### src/rtl/pulse_amp_multi_ch_addr_sequencer_pkg.sv
// Shared definitions for the multi-channel pulse amplitude-memory address sequencer.
//   - default widths for channel count, direction (bank select) and full address
//   - per-channel FSM state encoding
// Optional feature macro: PULSE_AMP_ADDR_MIRROR_EN adds the DOWN state (mirrored ramp).
package pulse_amp_multi_ch_addr_sequencer_pkg;

  localparam int unsigned DEF_NUM_CH                = 4;
  localparam int unsigned DEF_DIRECTION_WIDTH       = 2;
  localparam int unsigned DEF_AMP_MEMORY_ADDR_WIDTH = 9;
  localparam int unsigned DEF_COUNTER_WIDTH         =
      DEF_AMP_MEMORY_ADDR_WIDTH - DEF_DIRECTION_WIDTH;

`ifdef PULSE_AMP_ADDR_MIRROR_EN
  typedef enum logic [1:0] {
    StIdle = 2'd0,
    StUp   = 2'd1,
    StDown = 2'd2
  } ch_state_e;
`else
  typedef enum logic [1:0] {
    StIdle = 2'd0,
    StUp   = 2'd1
  } ch_state_e;
`endif

endpackage

### src/rtl/pulse_amp_multi_ch_addr_sequencer_if.sv
// Request/response bundle between the pulse-circuit instruction decoder (master) and the
// address sequencer (slave).
//   sample_tick          global advance strobe
//   start/abort          per-channel start/restart and stop requests
//   direction_in         per-channel direction, packed, channel i at [i*DIRECTION_WIDTH +: ...]
//   length_in            per-channel sample count, packed
//   mirror_in            per-channel mirror request (only used with PULSE_AMP_ADDR_MIRROR_EN)
//   amp_memory_addr_out  per-channel {dir, count}, packed
//   addr_valid/done      per-channel busy flag and one-cycle completion pulse
interface pulse_amp_multi_ch_addr_sequencer_if
  import pulse_amp_multi_ch_addr_sequencer_pkg::*;
#(
  parameter int unsigned NUM_CH                = DEF_NUM_CH,
  parameter int unsigned DIRECTION_WIDTH       = DEF_DIRECTION_WIDTH,
  parameter int unsigned AMP_MEMORY_ADDR_WIDTH = DEF_AMP_MEMORY_ADDR_WIDTH
);
  localparam int unsigned COUNTER_WIDTH = AMP_MEMORY_ADDR_WIDTH - DIRECTION_WIDTH;

  logic                                      sample_tick;
  logic [NUM_CH-1:0]                         start;
  logic [NUM_CH-1:0]                         abort;
  logic [NUM_CH*DIRECTION_WIDTH-1:0]         direction_in;
  logic [NUM_CH*COUNTER_WIDTH-1:0]           length_in;
  logic [NUM_CH-1:0]                         mirror_in;
  logic [NUM_CH*AMP_MEMORY_ADDR_WIDTH-1:0]   amp_memory_addr_out;
  logic [NUM_CH-1:0]                         addr_valid;
  logic [NUM_CH-1:0]                         done;

  modport master (
    output sample_tick, start, abort, direction_in, length_in, mirror_in,
    input  amp_memory_addr_out, addr_valid, done
  );

  modport slave (
    input  sample_tick, start, abort, direction_in, length_in, mirror_in,
    output amp_memory_addr_out, addr_valid, done
  );

endinterface

### src/rtl/pulse_amp_multi_ch_addr_sequencer_channel.sv
// One sequencer channel: start-triggered, length-bounded address counter.
//   clk, rst            clock, synchronous active-high reset
//   sample_tick         advance strobe
//   start, abort        restart / stop requests (start has priority)
//   direction_in        direction latched on start (address MSBs)
//   length_in           number of samples latched on start (0 = immediate done)
//   mirror_in           mirror request, present only with PULSE_AMP_ADDR_MIRROR_EN
//   amp_memory_addr_out {dir_q, count_q}
//   addr_valid          channel busy, address live
//   done                one-cycle pulse after the last sample was consumed
// With PULSE_AMP_ADDR_MIRROR_EN a mirrored sequence ramps up then back down, repeating the
// top sample once, for 2*len samples in total.
module pulse_amp_multi_ch_addr_sequencer_channel
  import pulse_amp_multi_ch_addr_sequencer_pkg::*;
#(
  parameter int unsigned DIRECTION_WIDTH = DEF_DIRECTION_WIDTH,
  parameter int unsigned COUNTER_WIDTH   = DEF_COUNTER_WIDTH
) (
  input  logic                                     clk,
  input  logic                                     rst,
  input  logic                                     sample_tick,
  input  logic                                     start,
  input  logic                                     abort,
  input  logic [DIRECTION_WIDTH-1:0]               direction_in,
  input  logic [COUNTER_WIDTH-1:0]                 length_in,
`ifdef PULSE_AMP_ADDR_MIRROR_EN
  input  logic                                     mirror_in,
`endif
  output logic [DIRECTION_WIDTH+COUNTER_WIDTH-1:0] amp_memory_addr_out,
  output logic                                     addr_valid,
  output logic                                     done
);

  ch_state_e                  state_q;
  logic [DIRECTION_WIDTH-1:0] dir_q;
  logic [COUNTER_WIDTH-1:0]   count_q;
  logic [COUNTER_WIDTH-1:0]   len_q;
  logic                       valid_q;
  logic                       done_q;
`ifdef PULSE_AMP_ADDR_MIRROR_EN
  logic                       mirror_q;
`endif

  // Only evaluated in StUp, where len_q is known to be non-zero.
  logic last_up;
  assign last_up = (count_q == (len_q - COUNTER_WIDTH'(1)));

  always_ff @(posedge clk) begin
    if (rst) begin
      state_q  <= StIdle;
      dir_q    <= '0;
      count_q  <= '0;
      len_q    <= '0;
      valid_q  <= 1'b0;
      done_q   <= 1'b0;
`ifdef PULSE_AMP_ADDR_MIRROR_EN
      mirror_q <= 1'b0;
`endif
    end else begin
      done_q <= 1'b0;
      if (start) begin
        // Restart from any state; an interrupted sequence never reports done.
        dir_q   <= direction_in;
        len_q   <= length_in;
        count_q <= '0;
`ifdef PULSE_AMP_ADDR_MIRROR_EN
        mirror_q <= mirror_in;
`endif
        if (length_in == '0) begin
          state_q <= StIdle;
          valid_q <= 1'b0;
          done_q  <= 1'b1;
        end else begin
          state_q <= StUp;
          valid_q <= 1'b1;
        end
      end else if (abort && (state_q != StIdle)) begin
        state_q <= StIdle;
        valid_q <= 1'b0;
        count_q <= '0;
      end else if (sample_tick) begin
        case (state_q)
          StUp: begin
            if (!last_up) begin
              count_q <= count_q + COUNTER_WIDTH'(1);
`ifdef PULSE_AMP_ADDR_MIRROR_EN
            end else if (mirror_q) begin
              // Top sample is repeated once: count holds on entry to StDown.
              state_q <= StDown;
`endif
            end else begin
              state_q <= StIdle;
              valid_q <= 1'b0;
              done_q  <= 1'b1;
            end
          end
`ifdef PULSE_AMP_ADDR_MIRROR_EN
          StDown: begin
            if (count_q == '0) begin
              state_q <= StIdle;
              valid_q <= 1'b0;
              done_q  <= 1'b1;
            end else begin
              count_q <= count_q - COUNTER_WIDTH'(1);
            end
          end
`endif
          default: ;
        endcase
      end
    end
  end

  assign amp_memory_addr_out = {dir_q, count_q};
  assign addr_valid          = valid_q;
  assign done                = done_q;

endmodule

### src/rtl/pulse_amp_multi_ch_addr_sequencer.sv
// Multi-channel pulse amplitude-memory address sequencer, one channel per drive line.
//   clk   system clock
//   rst   synchronous active-high reset
//   bus   slave side of pulse_amp_multi_ch_addr_sequencer_if carrying the shared sample_tick,
//         per-channel requests and per-channel {dir, count} addresses / valid / done
// Channel i occupies bits [i*W +: W] of every packed per-channel field.
// Optional feature macro: PULSE_AMP_ADDR_MIRROR_EN (mirrored up/down ramps); when undefined
// mirror_in is ignored.
module pulse_amp_multi_ch_addr_sequencer
  import pulse_amp_multi_ch_addr_sequencer_pkg::*;
#(
  parameter int unsigned NUM_CH                = DEF_NUM_CH,
  parameter int unsigned DIRECTION_WIDTH       = DEF_DIRECTION_WIDTH,
  parameter int unsigned AMP_MEMORY_ADDR_WIDTH = DEF_AMP_MEMORY_ADDR_WIDTH
) (
  input logic                               clk,
  input logic                               rst,
  pulse_amp_multi_ch_addr_sequencer_if.slave bus
);

  localparam int unsigned COUNTER_WIDTH = AMP_MEMORY_ADDR_WIDTH - DIRECTION_WIDTH;

  for (genvar i = 0; i < NUM_CH; i++) begin : g_ch
    pulse_amp_multi_ch_addr_sequencer_channel #(
      .DIRECTION_WIDTH (DIRECTION_WIDTH),
      .COUNTER_WIDTH   (COUNTER_WIDTH)
    ) u_ch (
      .clk                 (clk),
      .rst                 (rst),
      .sample_tick         (bus.sample_tick),
      .start               (bus.start[i]),
      .abort               (bus.abort[i]),
      .direction_in        (bus.direction_in[i*DIRECTION_WIDTH +: DIRECTION_WIDTH]),
      .length_in           (bus.length_in[i*COUNTER_WIDTH +: COUNTER_WIDTH]),
`ifdef PULSE_AMP_ADDR_MIRROR_EN
      .mirror_in           (bus.mirror_in[i]),
`endif
      .amp_memory_addr_out (bus.amp_memory_addr_out[i*AMP_MEMORY_ADDR_WIDTH +:
                                                    AMP_MEMORY_ADDR_WIDTH]),
      .addr_valid          (bus.addr_valid[i]),
      .done                (bus.done[i])
    );
  end

`ifndef PULSE_AMP_ADDR_MIRROR_EN
  logic unused_mirror;
  assign unused_mirror = ^bus.mirror_in;
`endif

endmodule

### src/flat_wrapper.sv
// flat-port wrapper written by rule: the top's interface ports become plain ports
module pulse_amp_multi_ch_addr_sequencer_flat import pulse_amp_multi_ch_addr_sequencer_pkg::*;
#(
  parameter int unsigned NUM_CH                = DEF_NUM_CH,
  parameter int unsigned DIRECTION_WIDTH       = DEF_DIRECTION_WIDTH,
  parameter int unsigned AMP_MEMORY_ADDR_WIDTH = DEF_AMP_MEMORY_ADDR_WIDTH
)
  (clk, rst, bus_sample_tick, bus_start, bus_abort, bus_direction_in, bus_length_in, bus_mirror_in, bus_amp_memory_addr_out, bus_addr_valid, bus_done);
  pulse_amp_multi_ch_addr_sequencer_if #(.NUM_CH(NUM_CH), .DIRECTION_WIDTH(DIRECTION_WIDTH), .AMP_MEMORY_ADDR_WIDTH(AMP_MEMORY_ADDR_WIDTH)) bus_i ();
  input logic clk;
  input logic rst;
  input wire logic [$bits(bus_i.sample_tick)-1:0] bus_sample_tick;
  input wire logic [$bits(bus_i.start)-1:0] bus_start;
  input wire logic [$bits(bus_i.abort)-1:0] bus_abort;
  input wire logic [$bits(bus_i.direction_in)-1:0] bus_direction_in;
  input wire logic [$bits(bus_i.length_in)-1:0] bus_length_in;
  input wire logic [$bits(bus_i.mirror_in)-1:0] bus_mirror_in;
  output wire logic [$bits(bus_i.amp_memory_addr_out)-1:0] bus_amp_memory_addr_out;
  output wire logic [$bits(bus_i.addr_valid)-1:0] bus_addr_valid;
  output wire logic [$bits(bus_i.done)-1:0] bus_done;
  assign bus_i.sample_tick = bus_sample_tick;
  assign bus_i.start = bus_start;
  assign bus_i.abort = bus_abort;
  assign bus_i.direction_in = bus_direction_in;
  assign bus_i.length_in = bus_length_in;
  assign bus_i.mirror_in = bus_mirror_in;
  assign bus_amp_memory_addr_out = bus_i.amp_memory_addr_out;
  assign bus_addr_valid = bus_i.addr_valid;
  assign bus_done = bus_i.done;
  pulse_amp_multi_ch_addr_sequencer #(.NUM_CH(NUM_CH), .DIRECTION_WIDTH(DIRECTION_WIDTH), .AMP_MEMORY_ADDR_WIDTH(AMP_MEMORY_ADDR_WIDTH)) u_core (.clk(clk), .rst(rst), .bus(bus_i));
endmodule
### config.mk
export PLATFORM = sky130hd
export DESIGN_NAME = pulse_amp_multi_ch_addr_sequencer_flat
export DESIGN_NICKNAME = d
export VERILOG_FILES = /design/src/rtl/pulse_amp_multi_ch_addr_sequencer_pkg.sv /design/src/rtl/pulse_amp_multi_ch_addr_sequencer_if.sv /design/src/rtl/pulse_amp_multi_ch_addr_sequencer_channel.sv /design/src/rtl/pulse_amp_multi_ch_addr_sequencer.sv /design/src/flat_wrapper.sv
export SDC_FILE = /design/constraint.sdc
export NUM_CORES = 1
export LEC_CHECK = 0
export ABC_AREA = 1
export CORE_MARGIN = 4
export CORE_UTILIZATION = 55
export DETAILED_ROUTE_END_ITERATION = 8
export HOLD_SLACK_MARGIN = 0.08
export PLACE_DENSITY = 0.86
export SLEW_MARGIN = 10
export SYNTH_ARGS = -nofsm -noshare
export SYNTH_HDL_FRONTEND = slang
export SYNTH_SLANG_ARGS = --single-unit
### constraint.sdc
create_clock -name clk -period 3.9 [get_ports clk]
set_input_delay 0.78 -clock clk [delete_from_list [all_inputs] [get_ports clk]]
set_output_delay 0.78 -clock clk [all_outputs]
set_load 0.01 [all_outputs]
==> impl_metrics.env <==
export IMPL_status="completed"
export IMPL_clk_latency_ps=350
export IMPL_ant_nets=0
export IMPL_syn_to_final_growth_pct=27.9
export IMPL_yosys_top_cells_area="dfxtp_1 (34%), nand2_1 (13%), nand3_1 (8.5%)"
export IMPL_die_area_sq_um=9060
export IMPL_hold_end="u_core.g_ch[2].u_ch.len_q[1]"
export IMPL_crit_path_end_kind="flip-flop"
export IMPL_p_sw_mw=0.499
export IMPL_h_tree_depth=3
export IMPL_cts_num_sinks=72
export IMPL_rsz0062_at_grt="false"
export IMPL_drt_total_wl_microns=11000
export IMPL_finalHoldViolations=0
export IMPL_fin_crit_ps=2370
export IMPL_grt_max_degree=24
export IMPL_hpwlAfterDp_microns=7990
export IMPL_final_setup_skew_ps=11.0
export IMPL_r2r_cells=13
export IMPL_core_area_sq_um=7330
export IMPL_required_ps=4180
export IMPL_ctsResizeCount=0
export IMPL_synthDistinctLibCells=29
export IMPL_setup_viol=0
export IMPL_synth_seq_cells=72
export IMPL_fin_nets=774
export IMPL_grt_pass1_vias=4219
export IMPL_p_leak_nw=2.23
export IMPL_timing_final_max_slew_violations=0
export IMPL_slew_headroom_pct=59.0
export IMPL_cp_start_kind="input port"
export IMPL_clk_pin_slew_ps=80
export IMPL_hold_path_class="flip-flop to flip-flop"
export IMPL_track_usage_pct=24.9
export IMPL_antenna_cells=0
export IMPL_p_per_area_nw_per_um2=348
export IMPL_die_h_microns=95.2
export IMPL_drive_gt1_share_pct=5.42
export IMPL_syn_area_sq_um=4180
export IMPL_yosysMostFrequentCell="nand2_1"
export IMPL_worstSetupPathType="input port to flip-flop"
export IMPL_cts_buffers=9
export IMPL_synth_net_count=695
export IMPL_worst_pin_slew_ps=614
export IMPL_grt_pass1_wl_microns=18200
export IMPL_start_util_pct=57.0
export IMPL_tns_ps=0
export IMPL_hold_buffers=0
export IMPL_whs_ps=492
export IMPL_synth_common_cells="nand2_1 (148), dfxtp_1 (72), nand3_1 (71)"
export IMPL_final_util_pct=72.9
export IMPL_routedWlPerCell_microns=13.4
export IMPL_dp_cells=803
export IMPL_io_buffers=90
export IMPL_drt_initial_drc_count=117
export IMPL_syn_avg_cell_area_sq_um=6.57
export IMPL_yosys_warnings=0
export IMPL_place_gp_congestion=0.855
export IMPL_synthArstFlopShare_pct=0
export IMPL_max_freq_mhz=422
export IMPL_cts_path_max_buffers=2
export IMPL_die_w_microns=95.2
export IMPL_cap_violations=0
export IMPL_cts_tree="built"
export IMPL_seqPwrFrac_pct=42.7
export IMPL_hp_start="u_core.g_ch[2].u_ch.len_q[1]"
export IMPL_power_internal_mw=1.36
export IMPL_clkPwrFrac_pct=40.5
export IMPL_grt_antenna_before_repair=0
export IMPL_finalNonFillerCells=819
export IMPL_synth_top_cell_by_area="dfxtp_1"
export IMPL_yosysSeqAreaShare_pct=34.5
export IMPL_worstHoldPathCells=2
export IMPL_swShare_pct=26.8
export IMPL_first_pass_iters=4
export IMPL_viasPerCell=5.39
export IMPL_cts_setup_buffers=0
export IMPL_vias=4418
export IMPL_ys_flop_type="dfxtp_1"
export IMPL_synth_cells=636
export IMPL_synth_edf_count=0
export IMPL_ios=95
export IMPL_clockRootBuffer="clkbuf_8"
export IMPL_r2r_slack_ps=1840
export IMPL_netlist_area_leader_share_pct=34.5
export IMPL_num_rows=31
export IMPL_ir_drop_v=0.000251
export IMPL_pwr_share_comb_pct=16.9
export IMPL_arrival_ps=2650
export IMPL_timing_final_crit_share_pct=60.7
export IMPL_fillerInstances=580
export IMPL_critical_path_peak_fanout=23
export IMPL_r2r_end="u_core.g_ch[2].u_ch.count_q[3]"
export IMPL_r2r_start="u_core.g_ch[2].u_ch.len_q[0]"
export IMPL_drc=0
export IMPL_gr_total_overflow=0
logic make-up (layout without fill, tap and decap cells):
kind of cell | Yosys count | after routing | share of synthesized area (%)
adders and majority gates | 8 | 8 | 2.40
buffers and inverters | 97 | 181 | 9.52
xor gates and xnor gates | 31 | 31 | 6.68
and+or+nand+nor | 328 | 328 | 34.9
DFF | 72 | 72 | 34.5
AOI/OAI and AO/OA | 100 | 100 | 12.1
cell type report:
class | count | area (sq um) | area share (%)
Timing Repair Buffer | 91 | 908 | 17.0
Inverter | 74 | 278 | 5.20
Sequential cell | 72 | 1440 | 27.0
Clock inverter | 5 | 103 | 1.92
Clock buffer | 11 | 151 | 2.83
Multi-Input combinational cell | 467 | 2340 | 43.8
Tap cell | 99 | 124 | 2.32
power by group through the flow:
stage | clock [mW] | sequential (mW) | combinational, mW
after CTS | 0.761 | 0.794 | 0.314
after global routing | 0.792 | 0.799 | 0.354
final | 0.753 | 0.794 | 0.315
after global placement | 0 | 0.809 | 0.297
after detailed placement | 0 | 0.810 | 0.308
after floorplan | 0 | 0.807 | 0.198
critical path: stages:
cell	delay [ps]
clkdlybuf4s50_1	520
inv_1	510
buf_4	340
nand3_1	250
a21oi_1	230
per-layer routing:
metal	vias to the layer above	wire length (microns)	global-route usage [%]
met5	-	0	0
met1	2031	4640	29.9
met3	40	500	3.08
met2	133	5520	43.8
li1	2214	-	-
met4	0	319	11.8
registers in the layout, indices dropped and copies added (netlist names):
signal                       flops
u_core.g_ch.u_ch.done            4
u_core.g_ch.u_ch.len_q          28
u_core.g_ch.u_ch.count_q        28
u_core.g_ch.u_ch.addr_valid      4
u_core.g_ch.u_ch.dir_q           8
cell usage in the layout, fill, tap and decap left out, types with 4 or more instances in the layout:
master / netlist / routed
nand2_1: 148 / 148
clkdlybuf4s50_1: 0 / 90
dfxtp_1: 72 / 72
nand3_1: 71 / 71
nor2_1: 69 / 69
inv_1: 66 / 66
a21oi_1: 57 / 57
o21ai_0: 42 / 42
xor2_1: 17 / 17
xnor2_1: 13 / 13
nand4_1: 11 / 11
clkbuf_8: 0 / 11
ha_1: 8 / 8
nand2_2: 7 / 7
inv_2: 4 / 4
nor2_2: 4 / 4
clkinv_1: 4 / 4
nor3b_1: 4 / 4
nand3b_1: 4 / 4
metrics by stage:
step / total power, mW / worst slack, ps / area (sq um)
detailed placement: 1.12 / 1180 / 5090
floorplan: 1.00 / 2260 / 4180
global placement: 1.11 / 1250 / 5090
CTS: 1.87 / 1520 / 5350
finish: 1.86 / 1530 / 5350
global route: 1.94 / 1310 / 5350
worst max-delay path by stage:
stage | endpoint | slack [ps] | start
after CTS | u_core.g_ch[1].u_ch.count_q[0] | 1520 | rst
after global placement | u_core.g_ch[3].u_ch.count_q[2] | 1250 | rst
final | u_core.g_ch[1].u_ch.count_q[0] | 1530 | rst
after detailed placement | u_core.g_ch[1].u_ch.count_q[0] | 1180 | rst
after floorplan | u_core.g_ch[1].u_ch.count_q[0] | 2260 | u_core.g_ch[1].u_ch.len_q[0]
after global routing | u_core.g_ch[3].u_ch.count_q[1] | 1310 | rst
Power figures use the tool's default switching activity.
